===== config.mk =====
export PLATFORM = sky130hd
export DESIGN_NAME = serial_subtractor
export DESIGN_NICKNAME = d
export VERILOG_FILES = /design/src/rtl/serial_subtractor.sv
export SDC_FILE = /design/constraint.sdc
export NUM_CORES = 1
export LEC_CHECK = 0
export BUFFER_PORTS_ARGS = -buffer_cell sky130_fd_sc_hd__buf_4
export CAP_MARGIN = 20
export CORE_MARGIN = 4
export CORE_UTILIZATION = 50
export CTS_CLUSTER_DIAMETER = 30
export DETAILED_ROUTE_END_ITERATION = 10
export PLACE_DENSITY = 0.69
export SLEW_MARGIN = 20
export SYNTH_ARGS = -nofsm -noshare
export SYNTH_HDL_FRONTEND = slang
export SYNTH_SLANG_ARGS = --single-unit

===== constraint.sdc =====
create_clock -name clk -period 4.3 [get_ports clk]
set_input_delay 0.215 -clock clk [delete_from_list [all_inputs] [get_ports clk]]
set_output_delay 0.215 -clock clk [all_outputs]
set_load 0.05 [all_outputs]

===== src/rtl/serial_subtractor.sv =====
// Bit-serial unsigned subtractor: one full-subtractor cell plus a borrow flop resolves
// one difference bit per clock, LSB first, then presents diff/borrow/zero with a done pulse.
module serial_subtractor #(
    parameter int unsigned WIDTH = 8
) (
    input  logic             clk,
    input  logic             rst_n,
    input  logic             i_start,
    input  logic [WIDTH-1:0] i_in1,
    input  logic [WIDTH-1:0] i_in2,
    output logic             o_busy,
    output logic             o_done,
    output logic [WIDTH-1:0] o_diff,
    output logic             o_borrow,
    output logic             o_zero
);

    localparam int unsigned CW = (WIDTH > 1) ? $clog2(WIDTH) : 1;
    localparam logic [CW-1:0] LastCnt = CW'(WIDTH - 1);

    typedef enum logic [1:0] {
        StIdle,
        StRun,
        StDone
    } state_e;

    state_e           r_state;
    logic [WIDTH-1:0] r_a_sr;
    logic [WIDTH-1:0] r_b_sr;
    logic [WIDTH-1:0] r_d_sr;
    logic             r_br;
    logic [CW-1:0]    r_cnt;
    logic             r_busy;
    logic             r_done;
    logic [WIDTH-1:0] r_diff;
    logic             r_borrow;
    logic             r_zero;

    logic             w_a;
    logic             w_b;
    logic             w_hs1_d;
    logic             w_hs1_b;
    logic             w_hs2_d;
    logic             w_hs2_b;
    logic             w_br_next;
    logic [WIDTH-1:0] w_d_next;

    // Full subtractor built from two half subtractors: a - b, then - borrow_in.
    always_comb begin
        w_a       = r_a_sr[0];
        w_b       = r_b_sr[0];
        w_hs1_d   = w_a ^ w_b;
        w_hs1_b   = ~w_a & w_b;
        w_hs2_d   = w_hs1_d ^ r_br;
        w_hs2_b   = ~w_hs1_d & r_br;
        w_br_next = w_hs1_b | w_hs2_b;
        w_d_next  = {w_hs2_d, r_d_sr[WIDTH-1:1]};
    end

    always_ff @(posedge clk or negedge rst_n) begin
        if (!rst_n) begin
            r_state  <= StIdle;
            r_a_sr   <= '0;
            r_b_sr   <= '0;
            r_d_sr   <= '0;
            r_br     <= 1'b0;
            r_cnt    <= '0;
            r_busy   <= 1'b0;
            r_done   <= 1'b0;
            r_diff   <= '0;
            r_borrow <= 1'b0;
            r_zero   <= 1'b0;
        end else begin
            unique case (r_state)
                StIdle, StDone: begin
                    r_done <= 1'b0;
                    if (i_start) begin
                        r_a_sr  <= i_in1;
                        r_b_sr  <= i_in2;
                        r_d_sr  <= '0;
                        r_br    <= 1'b0;
                        r_cnt   <= '0;
                        r_busy  <= 1'b1;
                        r_state <= StRun;
                    end else begin
                        r_state <= StIdle;
                    end
                end
                StRun: begin
                    r_a_sr <= {1'b0, r_a_sr[WIDTH-1:1]};
                    r_b_sr <= {1'b0, r_b_sr[WIDTH-1:1]};
                    r_d_sr <= w_d_next;
                    r_br   <= w_br_next;
                    // Last bit: publish results on the same edge it is resolved.
                    if (r_cnt == LastCnt) begin
                        r_diff   <= w_d_next;
                        r_borrow <= w_br_next;
                        r_zero   <= (w_d_next == '0);
                        r_busy   <= 1'b0;
                        r_done   <= 1'b1;
                        r_state  <= StDone;
                    end else begin
                        r_cnt <= r_cnt + CW'(1);
                    end
                end
                default: begin
                    r_state <= StIdle;
                    r_busy  <= 1'b0;
                    r_done  <= 1'b0;
                end
            endcase
        end
    end

    assign o_busy   = r_busy;
    assign o_done   = r_done;
    assign o_diff   = r_diff;
    assign o_borrow = r_borrow;
    assign o_zero   = r_zero;

endmodule


; Word-level counts from Yosys, hierarchy flattened
; Cells that the tools add are included.
[totals]
regBits = 42
in_bits = 19
output_inout_bits = 12
word_cells = 52
[op_classes]
n_addsub = 1
n_eq_ne = 6
muxes = 19
bitwise_logic = 7
reduce_logical = 8
[op_table]
columns = operator, n
row1 = $pmux W8 S2, 3
row2 = $mux W8, 3
row3 = $logic_not A8 Y1, 1
row4 = $mux W1, 6
row5 = $mux W3, 2
row6 = $ne A2 B2 Y1 const B, 3
row7 = $pmux W3 S2, 1
row8 = $reduce_and A2 Y1, 3
row9 = $pmux W1 S2, 2
row10 = $pmux W2 S2, 1
row11 = $add A3 B1 Y3 const B, 1
row12 = $eq A3 B3 Y1 const B, 1
row13 = $reduce_and A3 Y1, 1
row14 = $and A1 B1 Y1, 2
row15 = $eq A2 B1 Y1 const B, 1
row16 = $eq A2 B2 Y1 const B, 1
row17 = $logic_not A2 Y1, 1
row18 = $mux W2, 1
row19 = $not A1 Y1, 2
row20 = $reduce_bool A2 Y1, 1
row21 = $reduce_or A2 Y1, 1
row22 = $xor A1 B1 Y1, 2
row23 = $or A1 B1 Y1, 1

; Depth between registers and ports, before layout
[depth]
ltp_word = 5
ltp_mapped = 6
ltp_nobuf = 5

; Worst setup path before layout
; No wires, ideal clock.
[synth_path]
path_type = register -> register
from = register r_cnt[0]
to = register r_diff[3] (netlist: o_diff[3])
setup_time_ns = 0.125
arrival_time_ns = 1.392
required_time_ns = 4.175
setup_slack_ns = 2.783
stages_incl_launch_ff = 6
path_buffers = 1
period_less_slack_ns = 1.517
path_cell_list = dfrtp_1 -> ha_1 -> ha_1 -> nand3b_1 -> buf_6 -> mux2_2
[synth_via]
elab_chain_len = 2
[synth_rtl]
columns = element, line_no
row1 = "start, declared", 32  ; logic [CW-1:0] r_cnt;
row2 = "start signal, assigned", 103  ; r_cnt <= r_cnt + CW'(1);
row3 = $eq A3 B3 Y1, 95  ; if (r_cnt == LastCnt) begin
row4 = $reduce_and A2 Y1 (no source line), n/a
row5 = "end signal, assigned", 96  ; r_diff <= w_d_next;
row6 = "end, declared", 35  ; logic [WIDTH-1:0] r_diff;
; No other way between the ends.
; A chain may end at the register's enable or synchronous reset.

; Worst setup path after layout
[layout_path]
from = register r_state[0]
to = register r_d_sr[3]
[layout_via]
elab_chain_len = 4
word_cells_on_any_way = 8
classes_between = eq/ne: 3 / mux: 1 / reduce/logical: 4
[layout_rtl]
columns = element, line_no
row1 = "start, declared", 27  ; state_e r_state;
row2 = "start signal, assigned", 62  ; r_state <= StIdle;
row3 = "start signal, assigned", 84  ; r_state <= StRun;
row4 = "start signal, assigned", 86  ; r_state <= StIdle;
row5 = $eq A2 B2 Y1 / $logic_not A2 Y1 (equally long branches), 74  ; unique case (r_state)
row6 = $reduce_or A2 Y1, 74
row7 = $ne A2 B2 Y1 (no source line) / $reduce_bool A2 Y1 (equally long branches), n/a
row8 = $reduce_and A2 Y1 (no source line), n/a
row9 = "end signal, assigned", 92  ; r_d_sr <= w_d_next;
row10 = "end, declared", 30  ; logic [WIDTH-1:0] r_d_sr;
; Several ways; a longest one is shown, not always the timed one.

==> qor.yml <==
sta:
  finalHoldViolCount: 0
  final.min_clock_period_ns: 2.035
  slew_headroom: 0.3136
  worst_pin_slew_ns: 1.028
  whs_ns: 0.09889
  fmax_ghz: 0.4915
  slew_violations: 0
  post-route-period-util: 0.4732
  finalClockSkew_ns: 0.007362
  setup_viol: 0
  rsz0062_at_grt: "false"
  tns_ns: 0
place:
  dp_hpwl_mm: 2.108
  port_buffers: 30
  gp_congestion: 0.7819
  numPlacedInstances: 207
floorplanning:
  die_area_mm2: 0.004273
  io_pins: 31
  rows: 20
  core_mm2: 0.003103
  die_w_um: 65.37
  start_util: 0.5302
  die_h_um: 65.37
setup_path:
  path_max_fanout: 16
  critPathSlowestCell: "nor2b_1"
  crit_type: "flip-flop to flip-flop"
  max_stage_delay_ns: 0.81
  crit_family: "simple AND/OR/NAND/NOR gates"
  path_cells: "nor2b_1 > nor2_1 > a22o_1"
  cp_data_required_time_ns: 4.53
  start_kind: "flip-flop"
  cp.arrival_ns: 2.27
  critPathBufInv: 0
  end_kind: "flip-flop"
detailed_routing:
  wl_mm: 3.045
  dr.first_iter.drc_count: 54
  via_count: 1167
  remaining_drc_errors: 0
  postRouteAntennaNets: 0
  first_pass_iters: 4
  routedWlPerCell_um: 14.16
  via_per_inst: 5.428
pwr:
  combPwrFrac: 0.452
  peakVddDrop_v: 0.0003287
  p_switching_w: 0.0006489
  p_clk_frac: 0.131
  leakagePower_nw: 0.9237
  p_int_w: 0.0009138
  p_sw_frac: 0.4153
  powerDensity_mw_per_mm2: 804.8
  power_frac_seq: 0.417
clock_tree:
  clkSinkCount: 40
  insertion_delay_ns: 0.34
  ctsRootBufferMaster: "clkbuf_4"
  path_clk_slew_ns: 0.11
  cts.path.max_buffers: 2
  cts_setup_buffers: 0
  htreeDepth: 2
  cts_tree: "done"
  numCtsBuffers: 5
yosys:
  yosys.cell_count.top_type: "dfrtp_1"
  syn-num-nets: 164
  synth-edff-count: 0
  synthFlopType: "dfrtp_1"
  synth_top_area_frac: 0.6084
  netlist_instances: 142
  synth_commonest_cells: "dfrtp_1, nor2_1, o22ai_1"
  synth_area_mm2: 0.001645
  yosys.cell_types.count: 26
  avgSynthCellArea_um2: 11.59
  yosys_warnings: 0
  synth_area_leaders: "dfrtp_1, mux2_2, o22ai_1, a22o_1, nor3_1"
  yosysSeqAreaShare: 0.6084
  synthArstFlopShare: 1.000
  yosys.area.top_type: "dfrtp_1"
  ys_ff_latch: 40
grt:
  grt_pass1_vias: 1230
  grt_max_degree: 41
  grt_antenna_before_repair: 0
  grt_pass1_wl_mm: 5.464
  grt_overflow_total: 0
  globalRouteTotalUtil: 0.1703
outcome:
  status: "finished, final reports clean"
hold_path:
  worst_hold_path_type: "input port to flip-flop"
layout:
  fin_nets: 193
  antennaDiodeCount: 0
  final_cells: 215
  area_delta_synth_final_pct: 18.02
  drive_gt1_frac: 0.2690
  final_core_util: 0.6258
run:
  cap_violations: 0
## final cells by class
class                           count  area (µm²)
Inverter                            5       18.77
Tap cell                           44       55.05
Multi-Input combinational cell     87       559.3
Clock buffer                        7       65.06
Fill cell                         268        1161
Sequential cell                    40        1001
Timing Repair Buffer               32       242.7
## flip-flops by register name, indices dropped and copies added, names as in the netlist, 3 cells and up
signal,cells
o_diff,8
r_b_sr,8
r_d_sr,7
r_a_sr,8
r_cnt,3
## path summary, 6_finish.rpt
path,startpoint,endpoint,slack [ns],cells after the start
worst max-delay path,r_state[0],r_d_sr[3],2.27,3
worst min-delay path,i_in1[7],r_a_sr[7],0.1,2
worst max register to register,r_state[0],r_d_sr[3],2.27,3
worst min register to register,o_borrow,o_borrow,0.50,2
max in group asynchronous,rst_n,r_b_sr[6],3.59,2
min in group asynchronous,rst_n,o_diff[6],0.37,2
## worst reg2reg max path, stage by stage (launching register included)
cell	delay, ns
dfrtp_1	0.43
nor2b_1	0.81
nor2_1	0.41
a22o_1	0.29
## power groups by stage
stage / clock network [W] / registers, W / logic, W
floorplan: 0 / 0.000796 / 0.000407
detailed placement: 0 / 0.000662 / 0.000713
global route: 0.000230 / 0.000679 / 0.000786
finish: 0.000205 / 0.000652 / 0.000706
CTS: 0.000213 / 0.000653 / 0.000716
global placement: 0 / 0.000652 / 0.000691
## timing repair
item	in CTS	in global routing
gates resized for setup	0	0
hold endpoints to repair	40	0
hold buffers	1	0
## per-layer routing
metal | vias to the layer above | routed length, µm | GRT usage
li1 | 565 | - | -
met1 | 560 | 1308 | 0.2045
met2 | 32 | 1481 | 0.2743
met3 | 10 | 162 | 0.04444
met4 | 0 | 93 | 0.1010
met5 | - | 0 | 0
## layout by cell type (no fill, tap or decap)
cell type,synthesis,layout
dlygate4sd3_1,0,1
or2b_1,1,1
nor2b_1,2,2
nand3_1,3,3
o21ai_1,3,3
inv_1,5,5
o22ai_1,14,14
a22o_1,9,9
or3b_1,1,1
ha_1,2,2
a21oi_1,1,1
nand2b_1,1,1
clkbuf_4,0,5
o21ai_0,3,3
clkbuf_8,0,2
nor2_1,16,16
mux2_2,8,8
nand3b_1,1,1
o2bb2ai_1,1,1
nor3_1,13,13
nand2_1,5,5
fa_1,1,1
dfrtp_1,40,40
buf_4,2,31
nor4_1,2,2
## cell families (layout without fill, tap and decap cells)
group                    count (synthesis)  in the layout  synth area share
adder cells (fa/ha/maj)                  3              3           0.02737
flip-flops                              40             40            0.6084
multiplexers                             8              8           0.05476
buffers and inverters                   15             44           0.05170
AND/OR/NAND/NOR                         45             45            0.1300
AO/OA/AOI/OAI                           31             31            0.1277
## per-stage QoR
step | worst slack, ns | area (µm²) | power [W]
finish | 2.265 | 1942 | 0.001563
global placement | 2.326 | 1867 | 0.001343
global route | 2.065 | 1942 | 0.001695
floorplan | 2.783 | 1645 | 0.001203
detailed placement | 2.269 | 1867 | 0.001374
CTS | 2.246 | 1942 | 0.001582
Note: power is estimated with default switching activity, not from simulation.
